## src/rtl/seq_chunk_adder_pkg.sv

```systemverilog
// Shared types and constants for the sequential chunked ripple adder/subtractor.
// Holds the FSM state encoding, the add/subtract mode values and a counter-width helper.
package seq_chunk_adder_pkg;

    typedef enum logic [1:0] {
        IDLE = 2'd0,
        RUN  = 2'd1,
        DONE = 2'd2
    } state_t;

    localparam logic MODE_ADD = 1'b0;
    localparam logic MODE_SUB = 1'b1;

    // Keeps the chunk counter at least one bit wide when there is only one chunk
    function automatic int cntWidth(input int n);
        return (n > 1) ? $clog2(n) : 1;
    endfunction

endpackage

```

## src/rtl/seq_chunk_adder_if.sv

```systemverilog
// Operand/result handshake bundle for seq_chunk_adder.
// The producer/consumer side uses the master modport, the adder uses slave.
interface seq_chunk_adder_if #(
    parameter int WIDTH = 16
);

    logic             in_valid;
    logic             in_ready;
    logic [WIDTH-1:0] a;
    logic [WIDTH-1:0] b;
    logic             cin;
    logic             sub;
    logic             out_valid;
    logic             out_ready;
    logic [WIDTH-1:0] s;
    logic             cout;
    logic             ovf;

    modport master (
        output in_valid, a, b, cin, sub, out_ready,
        input  in_ready, out_valid, s, cout, ovf
    );

    modport slave (
        input  in_valid, a, b, cin, sub, out_ready,
        output in_ready, out_valid, s, cout, ovf
    );

endinterface

```

## src/rtl/seq_chunk_adder_chunk_add.sv

```systemverilog
// Single-bit full adder and the CHUNK-bit ripple adder built from it.
// The ripple chain here is the per-cycle critical path of seq_chunk_adder.
module fulladd (
    input  logic i_a,
    input  logic i_b,
    input  logic i_cin,
    output logic o_s,
    output logic o_cout
);

    assign o_s    = i_a ^ i_b ^ i_cin;
    assign o_cout = (i_a & i_b) | (i_cin & (i_a ^ i_b));

endmodule

module chunk_add #(
    parameter int CHUNK = 4
) (
    input  logic [CHUNK-1:0] i_a,
    input  logic [CHUNK-1:0] i_b,
    input  logic             i_cin,
    output logic [CHUNK-1:0] o_s,
    output logic             o_cout
);

    logic [CHUNK:0] w_carry;

    assign w_carry[0] = i_cin;

    for (genvar gBit = 0; gBit < CHUNK; gBit++) begin : g_bit
        fulladd u_fa (
            .i_a    (i_a[gBit]),
            .i_b    (i_b[gBit]),
            .i_cin  (w_carry[gBit]),
            .o_s    (o_s[gBit]),
            .o_cout (w_carry[gBit+1])
        );
    end

    assign o_cout = w_carry[CHUNK];

endmodule

```

## src/rtl/seq_chunk_adder.sv

```systemverilog
// Multi-cycle WIDTH-bit adder/subtractor that pushes CHUNK bits per clock through one
// shared ripple adder, keeping the inter-chunk carry in a register.
module seq_chunk_adder
    import seq_chunk_adder_pkg::*;
#(
    parameter int WIDTH = 16,
    parameter int CHUNK = 4
) (
    input  logic             clk,
    input  logic             rst,
    seq_chunk_adder_if.slave bus
);

    localparam int                NCHUNK     = WIDTH / CHUNK;
    localparam int                CNTW       = cntWidth(NCHUNK);
    localparam logic [CNTW-1:0]   LAST_CHUNK = CNTW'(NCHUNK - 1);
    localparam logic [WIDTH-1:0]  CHUNK_MASK = WIDTH'({CHUNK{1'b1}});

    if ((CHUNK < 1) || (CHUNK > WIDTH) || ((WIDTH % CHUNK) != 0)) begin : g_badParams
        $fatal(1, "seq_chunk_adder: WIDTH must be a positive multiple of CHUNK");
    end

    state_t           r_state;
    state_t           w_stateNext;
    logic [WIDTH-1:0] r_a;
    logic [WIDTH-1:0] r_b;
    logic [WIDTH-1:0] r_acc;
    logic [WIDTH-1:0] r_s;
    logic             r_carry;
    logic             r_cout;
    logic             r_ovf;
    logic [CNTW-1:0]  r_cnt;

    logic [31:0]      w_shift;
    logic [CHUNK-1:0] w_aChunk;
    logic [CHUNK-1:0] w_bChunk;
    logic [CHUNK-1:0] w_sum;
    logic             w_chunkCout;
    logic [WIDTH-1:0] w_accNext;
    logic             w_isLast;
    logic             w_ovf;

    // Chunk select: the counter picks which CHUNK-bit slice feeds the shared adder
    assign w_shift  = 32'(r_cnt) * 32'(CHUNK);
    assign w_aChunk = CHUNK'(r_a >> w_shift);
    assign w_bChunk = CHUNK'(r_b >> w_shift);

    chunk_add #(
        .CHUNK (CHUNK)
    ) u_chunkAdd (
        .i_a    (w_aChunk),
        .i_b    (w_bChunk),
        .i_cin  (r_carry),
        .o_s    (w_sum),
        .o_cout (w_chunkCout)
    );

    assign w_accNext = (r_acc & ~(CHUNK_MASK << w_shift)) | (WIDTH'(w_sum) << w_shift);
    assign w_isLast  = (r_cnt == LAST_CHUNK);

    // r_b already holds the effective (inverted in subtract mode) operand
    assign w_ovf = (r_a[WIDTH-1] == r_b[WIDTH-1]) && (w_sum[CHUNK-1] != r_a[WIDTH-1]);

    always_ff @(posedge clk or posedge rst) begin
        if (rst) begin
            r_state <= IDLE;
        end else begin
            r_state <= w_stateNext;
        end
    end

    always_comb begin
        w_stateNext = r_state;
        unique case (r_state)
            IDLE:    if (bus.in_valid)  w_stateNext = RUN;
            RUN:     if (w_isLast)      w_stateNext = DONE;
            DONE:    if (bus.out_ready) w_stateNext = IDLE;
            default:                    w_stateNext = IDLE;
        endcase
    end

    // Working sum fills r_acc chunk by chunk; r_s only changes on completion so the
    // visible result stays stable between operations
    always_ff @(posedge clk or posedge rst) begin
        if (rst) begin
            r_a     <= '0;
            r_b     <= '0;
            r_acc   <= '0;
            r_s     <= '0;
            r_carry <= 1'b0;
            r_cout  <= 1'b0;
            r_ovf   <= 1'b0;
            r_cnt   <= '0;
        end else begin
            case (r_state)
                IDLE: begin
                    if (bus.in_valid) begin
                        r_a     <= bus.a;
                        r_b     <= bus.b ^ {WIDTH{bus.sub}};
                        r_carry <= (bus.sub == MODE_SUB) ? 1'b1 : bus.cin;
                        r_cnt   <= '0;
                    end
                end
                RUN: begin
                    r_acc   <= w_accNext;
                    r_carry <= w_chunkCout;
                    r_cnt   <= r_cnt + CNTW'(1);
                    if (w_isLast) begin
                        r_s    <= w_accNext;
                        r_cout <= w_chunkCout;
                        r_ovf  <= w_ovf;
                    end
                end
                default: begin
                end
            endcase
        end
    end

    assign bus.in_ready  = (r_state == IDLE) && !rst;
    assign bus.out_valid = (r_state == DONE);
    assign bus.s         = r_s;
    assign bus.cout      = r_cout;
    assign bus.ovf       = r_ovf;

endmodule

```

## src/flat_wrapper.sv

```systemverilog
// flat-port wrapper written by rule: the top's interface ports become plain ports
module seq_chunk_adder_flat import seq_chunk_adder_pkg::*;
#(
    parameter int WIDTH = 16,
    parameter int CHUNK = 4
)
  (clk, rst, bus_in_valid, bus_a, bus_b, bus_cin, bus_sub, bus_out_ready, bus_in_ready, bus_out_valid, bus_s, bus_cout, bus_ovf);
  seq_chunk_adder_if #(.WIDTH(WIDTH)) bus_i ();
  input  logic clk;
  input  logic rst;
  input wire logic [$bits(bus_i.in_valid)-1:0] bus_in_valid;
  input wire logic [$bits(bus_i.a)-1:0] bus_a;
  input wire logic [$bits(bus_i.b)-1:0] bus_b;
  input wire logic [$bits(bus_i.cin)-1:0] bus_cin;
  input wire logic [$bits(bus_i.sub)-1:0] bus_sub;
  input wire logic [$bits(bus_i.out_ready)-1:0] bus_out_ready;
  output wire logic [$bits(bus_i.in_ready)-1:0] bus_in_ready;
  output wire logic [$bits(bus_i.out_valid)-1:0] bus_out_valid;
  output wire logic [$bits(bus_i.s)-1:0] bus_s;
  output wire logic [$bits(bus_i.cout)-1:0] bus_cout;
  output wire logic [$bits(bus_i.ovf)-1:0] bus_ovf;
  assign bus_i.in_valid = bus_in_valid;
  assign bus_i.a = bus_a;
  assign bus_i.b = bus_b;
  assign bus_i.cin = bus_cin;
  assign bus_i.sub = bus_sub;
  assign bus_i.out_ready = bus_out_ready;
  assign bus_in_ready = bus_i.in_ready;
  assign bus_out_valid = bus_i.out_valid;
  assign bus_s = bus_i.s;
  assign bus_cout = bus_i.cout;
  assign bus_ovf = bus_i.ovf;
  seq_chunk_adder #(.WIDTH(WIDTH), .CHUNK(CHUNK)) u_core (.clk(clk), .rst(rst), .bus(bus_i));
endmodule
```

## config.mk

```make
export PLATFORM = sky130hd
export DESIGN_NAME = seq_chunk_adder_flat
export DESIGN_NICKNAME = d
export VERILOG_FILES = /design/src/rtl/seq_chunk_adder_pkg.sv /design/src/rtl/seq_chunk_adder_if.sv /design/src/rtl/seq_chunk_adder_chunk_add.sv /design/src/rtl/seq_chunk_adder.sv /design/src/flat_wrapper.sv
export SDC_FILE = /design/constraint.sdc
export NUM_CORES = 1
export LEC_CHECK = 0
export ABC_AREA = 1
export CAP_MARGIN = 20
export CORE_MARGIN = 2
export CORE_UTILIZATION = 38
export DETAILED_ROUTE_END_ITERATION = 6
export SLEW_MARGIN = 20
export SYNTH_ARGS = -nofsm -noshare
export SYNTH_HDL_FRONTEND = slang
export SYNTH_SLANG_ARGS = --single-unit
```

## constraint.sdc

```tcl
create_clock -name clk -period 2.9 [get_ports clk]
set_input_delay 0.725 -clock clk [delete_from_list [all_inputs] [get_ports clk]]
set_output_delay 0.725 -clock clk [all_outputs]
set_load 0.01 [all_outputs]
```

# Word-level counts from Yosys, hierarchy flattened
# Cells that the tools add are included.
dict set report totals {
  ff_bits 71
  in_bits 38
}
dict set report classes {
  addsub 1
  n_eq_ne 8
  shift 4
  muxes 9
  n_bitwise 24
  n_reduce_logical 9
}
# op n
set op_table {}
lappend op_table {{$shr A16 B4 Y4} 2}
lappend op_table {{$and A16 B16 Y16} 1}
lappend op_table {{$not A16 Y16} 1}
lappend op_table {{$or A16 B16 Y16} 1}
lappend op_table {{$shl A4 B4 Y16} 1}
lappend op_table {{$shl A4 B4 Y16 const A} 1}
lappend op_table {{$xor A16 B16 Y16} 1}
lappend op_table {{$and A1 B1 Y1} 8}
lappend op_table {{$mux W2} 4}
lappend op_table {{$xor A1 B1 Y1} 8}
lappend op_table {{$pmux W2 S3} 1}
lappend op_table {{$reduce_and A2 Y1} 3}
lappend op_table {{$eq A2 B2 Y1 const B} 2}
lappend op_table {{$ne A2 B2 Y1 const B} 2}
lappend op_table {{$or A1 B1 Y1} 4}
lappend op_table {{$pmux W2 S2} 1}
lappend op_table {{$reduce_and A3 Y1} 1}
lappend op_table {{$add A2 B1 Y2 const B} 1}
lappend op_table {{$eq A2 B1 Y1 const B} 1}
lappend op_table {{$logic_and A1 B1 Y1} 2}
lappend op_table {{$logic_not A2 Y1} 1}
lappend op_table {{$mux W1} 2}
lappend op_table {{$ne A2 B1 Y1 const B} 1}
lappend op_table {{$pmux W1 S2} 1}
lappend op_table {{other kinds (4)} 4}

# Depth between registers and ports, before layout
dict set report logic_depth {
  depth_word 11
  mapped_depth 18
  mapped_depth_nobuf 16
}

# Modules after synthesis
# From an unflattened synthesis, not the netlist that was laid out.
dict set report hier_totals {
  cells_unflattened 430
  hier_area_um2 3392.0
}
# mod instances cells_each area_each_um2 seq_area_each_um2
set modules_own_cells {}
lappend modules_own_cells {seq_chunk_adder 1 426 3311.9 1676.6}
lappend modules_own_cells {fulladd 4 1 20.0 0.0}

# Worst setup path after synthesis
# No wires, ideal clock.
dict set report synth_timing {
  kind {register -> register}
  from {reg u_core.r_cnt[0]}
  to {reg u_core.r_acc[3]}
  arrival_ns 2.780
  required_ns 2.783
  setup_slack_ns 0.004
  path_stages_with_launch 17
  n_path_buf 2
  synth_period_minus_slack_ns 2.896
  cell_sequence {dfrtp_1 > buf_2 > clkbuf_1 > nand2_1 > nand3_1 > nand2_1 > fa_1 > inv_1 > fa_1 > inv_1 > fa_1 > inv_1 > fa_1 > nand3_1 > nand2_1 > nand2_1 > nand2_1}
}
dict set report synth_between {
  elab_chain_len 11
  elab_cells_between_ends 21
  cone_classes {4 x shift; 17 x bitwise}
}
# element line
set synth_lines {}
lappend synth_lines {{start, declared} seq_chunk_adder.sv:32} ;# logic [CNTW-1:0] r_cnt;
lappend synth_lines {{start signal, assigned} seq_chunk_adder.sv:107} ;# r_cnt <= r_cnt + CNTW'(1);
lappend synth_lines {{$shr A16 B4 Y4, on equally long branches} {seq_chunk_adder.sv:45, seq_chunk_adder.sv:46}}
lappend synth_lines {{$xor A1 B1 Y1} seq_chunk_adder_chunk_add.sv:12} ;# assign o_cout = (i_a & i_b) | (i_cin & (i_a ^ i_b));
lappend synth_lines {{$and A1 B1 Y1} seq_chunk_adder_chunk_add.sv:12}
lappend synth_lines {{$or A1 B1 Y1} seq_chunk_adder_chunk_add.sv:12}
lappend synth_lines {{$and A1 B1 Y1} seq_chunk_adder_chunk_add.sv:12}
lappend synth_lines {{$or A1 B1 Y1} seq_chunk_adder_chunk_add.sv:12}
lappend synth_lines {{$and A1 B1 Y1} seq_chunk_adder_chunk_add.sv:12}
lappend synth_lines {{$or A1 B1 Y1} seq_chunk_adder_chunk_add.sv:12}
lappend synth_lines {{$xor A1 B1 Y1} seq_chunk_adder_chunk_add.sv:11} ;# assign o_s = i_a ^ i_b ^ i_cin;
lappend synth_lines {{$shl A4 B4 Y16} seq_chunk_adder.sv:58} ;# assign w_accNext = (r_acc & ~(CHUNK_MASK << w_shift)) | (WIDTH'(w_sum) << w_shift);
lappend synth_lines {{$or A16 B16 Y16 (*)} seq_chunk_adder.sv:58}
lappend synth_lines {{end signal, assigned} seq_chunk_adder.sv:105} ;# r_acc <= w_accNext;
lappend synth_lines {{end, declared} seq_chunk_adder.sv:27} ;# logic [WIDTH-1:0] r_acc;
# Every way passes the cells marked *; elsewhere a longest branch is shown, timed or not.
# A chain may end at the register's enable or synchronous reset.

# Worst setup path after layout
dict set report layout_timing {
  from {reg u_core.r_cnt[0]}
  to {reg u_core.r_s[15], in the netlist u_core.bus.s[15]}
}
dict set report layout_between {
  elab_chain_len 11
  elab_cells_between_ends 23
  cone_classes {1 x eq/ne; 4 x shift; 17 x bitwise; 1 x reduce/logical}
}
# element line
set layout_lines {}
lappend layout_lines {{$shr A16 B4 Y4, on equally long branches} {seq_chunk_adder.sv:45, seq_chunk_adder.sv:46}}
lappend layout_lines {{$xor A1 B1 Y1} seq_chunk_adder_chunk_add.sv:12}
lappend layout_lines {{$and A1 B1 Y1} seq_chunk_adder_chunk_add.sv:12}
lappend layout_lines {{$or A1 B1 Y1} seq_chunk_adder_chunk_add.sv:12}
lappend layout_lines {{$and A1 B1 Y1} seq_chunk_adder_chunk_add.sv:12}
lappend layout_lines {{$or A1 B1 Y1} seq_chunk_adder_chunk_add.sv:12}
lappend layout_lines {{$and A1 B1 Y1} seq_chunk_adder_chunk_add.sv:12}
lappend layout_lines {{$or A1 B1 Y1} seq_chunk_adder_chunk_add.sv:12}
lappend layout_lines {{$xor A1 B1 Y1} seq_chunk_adder_chunk_add.sv:11}
lappend layout_lines {{$shl A4 B4 Y16} seq_chunk_adder.sv:58}
lappend layout_lines {{$or A16 B16 Y16} seq_chunk_adder.sv:58}
lappend layout_lines {{end signal, assigned} seq_chunk_adder.sv:109} ;# r_s <= w_accNext;
lappend layout_lines {{end, declared} seq_chunk_adder.sv:28} ;# logic [WIDTH-1:0] r_s;
# Several ways; a longest one is shown, not always the timed one.

==> flow_metrics.tcl <==
set metrics [dict create \
    relSlewSlack_pct 63.66 \
    rsz0062_at_grt "no" \
    grt.total_usage_pct 16.34 \
    p_sw_share_pct 44.26 \
    die_area_um2 9818 \
    coreArea_um2 8763 \
    r2r_cells 13 \
    power.ir.vdd_worst_uv 433.3 \
    seqPwrFrac_pct 32.8 \
    path_clk_slew_ps 60 \
    clkPwrFrac_pct 12.5 \
    max_freq_mhz 363.1 \
    rows 34 \
    grt_pass1_vias 2794 \
    power_leakage_nw 2.228 \
    ys_seq_elements 67 \
    pre_cts_slack_ps 28.47 \
    ys_warn_count 0 \
    outcome "finished clean" \
    yosysSeqAreaShare_pct 48.80 \
    synthCells 437 \
    drive_gt1_share_pct 10.04 \
    reg2reg_slack_ps 150 \
    worst_pin_slew_ps 544.3 \
    fp.dieW_um 99.09 \
    path_max_fanout 6 \
    power_density_nw_per_um2 1177 \
    r2r-start "u_core.r_cnt[0]" \
    ioPinCount 58 \
    cap_violations 0 \
    cts.sinks 67 \
    cts_tree "done" \
    fin_crit_ps 2754 \
    drtIter0Drc 75 \
    clk_latency_ps 330 \
    cts_buffers 9 \
    area_growth_pct 24.69 \
    cp.arrival_ps 3010 \
    timing.rr.end "u_core.bus.s[15]" \
    antenna_left 0 \
    finClkSkew_ps 3.772 \
    min_path_type "flip-flop to flip-flop" \
    vias_per_cell 4.691 \
    hpwl_um 5464 \
    cp-start-kind "flip-flop" \
    yosysTopAreaCell "dfrtp_1" \
    required_ps 3160 \
    cpPeakStageDelay_ps 610 \
    critical_path.endpoint_type "flip-flop" \
    synthesis.nets 483 \
    synth.distinct_cells 22 \
    wl_um 7522 \
    yosys-top-cells-area "dfrtp_1 49%, nand2_1 27%, xor2_1 4.1%" \
    route.detailed.drc 0 \
    antenna_found_initial 0 \
    worst-setup-path-type "flip-flop to flip-flop" \
    stdcell_count 606 \
    netlist_area_um2 3436 \
    worst_path_max_delay_cell "fa_2" \
    cts_hold_buf 0 \
    hold_viol 0 \
    final.setup.worst_slack_ps 146.0 \
    min_from "u_core.bus.s[4]" \
    cp-endpoint "u_core.bus.s[15]" \
    grt_pass1_wl_um 12960 \
    grt_max_degree 35 \
    finalSetupViolCount 0 \
    htreeDepth 3 \
    routedWlPerCell_um 12.41 \
    slew_violations 0 \
    cp_cell_sequence "buf_4 > buf_4 > nor2_1 > nor2_1 > o21ai_0 > nand2_1 > fa_2 > inv_2 > fa_2 > inv_2 > fa_2 > nand3_1 > o21ai_2" \
    synth_area_per_cell_um2 7.862 \
    internal_power_w 0.002811 \
    start_util_pct 39.21 \
    overflow 0 \
    crit_start "u_core.r_cnt[0]" \
    numPortBuffers 57 \
    dpl.cell_count 590 \
    switchingPower_w 0.002233 \
    comb_power_share_pct 54.6 \
    num_antenna_cells 0 \
    gp_routability_congestion 0.8178 \
    fin_setup_tns_ps 0 \
    synth_top_area_share_pct 48.80 \
    die_y_um 99.09 \
    nNetsFinal 542 \
    clk_path_buf_depth 2 \
    post-route-period-util_pct 94.97 \
    cts_root_buf "clkbuf_8" \
    dr.pass1.iters 4 \
    vias 2843 \
    cpMostUsedCell "fa_2" \
]
[Yosys cell counts, drive strengths merged]
library cell    n
o21ai          11
o31ai           1
fa              4
xor2           16
nor3            1
nor2           15
o211ai          4
clkbuf          1
dfrtp          67
buf            21
nand3          23
ha              4
inv            23
nand2         246
[power groups by stage]
| stage | clock network [W] | logic (W) | registers [W] |
|---|---|---|---|
| 2_1_floorplan | 0 | 0.00188 | 0.00161 |
| 3_3_place_gp | 0 | 0.00258 | 0.00166 |
| 3_5_place_dp | 0 | 0.00261 | 0.00167 |
| 4_1_cts | 0.000654 | 0.00262 | 0.00166 |
| 5_1_grt | 0.000691 | 0.00314 | 0.00171 |
| 6_report | 0.000633 | 0.00275 | 0.00166 |
[state kept, by name, summed over array words and instances (netlist names)]
| register | cells |
|---|---|
| u_core.bus.cout | 1 |
| u_core.bus.ovf | 1 |
| u_core.bus.s | 16 |
| u_core.r_a | 16 |
| u_core.r_acc | 12 |
| u_core.r_b | 16 |
| u_core.r_carry | 1 |
| u_core.r_cnt | 2 |
| u_core.r_state | 2 |
[worst min-delay path by stage]
stage | end | slack, ps | cells after the start
2_1_floorplan | u_core.r_a[13] | 440 | 2
3_3_place_gp | u_core.r_acc[9] | 460 | 2
3_5_place_dp | u_core.bus.s[4] | 470 | 2
4_1_cts | u_core.bus.s[4] | 480 | 2
5_1_grt | u_core.r_b[12] | 490 | 2
6_report | u_core.bus.s[4] | 480 | 2
[cells in the final DEF (no fill, tap or decap), types with 4 or more instances in the layout]
cell type / count
buf_4: 11
clkbuf_8: 10
clkdlybuf4s50_1: 57
dfrtp_1: 65
fa_2: 4
ha_1: 4
inv_1: 16
inv_2: 5
nand2_1: 242
nand3_1: 20
nor2_1: 12
o211ai_1: 4
o21ai_0: 7
o21ai_2: 4
xor2_1: 16
[cell type report]
cell class,count,area [um2]
repair buffers,70,684.4
inverters,23,91.34
well taps,108,135.1
flip-flops and latches,67,1679
multi-input cells,325,1545
fillers,895,4479
clock buffers,13,148.9
[critical path: cells and delay by family, from the launching register on]
family	cells	cell delay [ps]
buffers and inverters	4	390
flip-flops	1	460
AND/OR/NAND/NOR	4	410
AO/OA/AOI/OAI	2	220
adder cells (fa/ha/maj)	3	1190
[cells by family (layout without fill, tap and decap cells)]
family | Yosys count | in the layout | synth area share (%)
simple gates | 285 | 285 | 33.18
flops | 67 | 67 | 48.80
xor+xnor | 16 | 16 | 4.079
compound gates | 16 | 16 | 3.132
buf+inv | 45 | 106 | 7.028
fa+ha+maj | 8 | 8 | 3.787
[stage by stage]
stage	hold WS [ps]	area, um2	power (W)	util (%)
global route	487.9	4284	0.005537	48.89
finish	477.6	4284	0.005044	48.89
CTS	482.5	4225	0.004936	48.22
floorplan	443.6	3436	0.003488	-
detailed placement	465.7	4076	0.004286	46.52
global placement	462.3	4076	0.004246	46.52
[what timing repair did]
action | CTS | global route
setup buffers | 0 | 3
resized for setup | 0 | 16
endpoints found under the setup margin | 0 | 8
endpoints found under the hold margin | 0 | 0
[metal layers]
metal  share of wire [%]  vias to the layer above  GRT usage, %
met5                   0                        -             0
met4                 1.2                        0         4.742
met3                 3.6                        8         2.908
met2                  49                       54         28.38
met1                  47                     1342         20.86
li1                    -                     1439             -
Power figures use the tool's default switching activity.
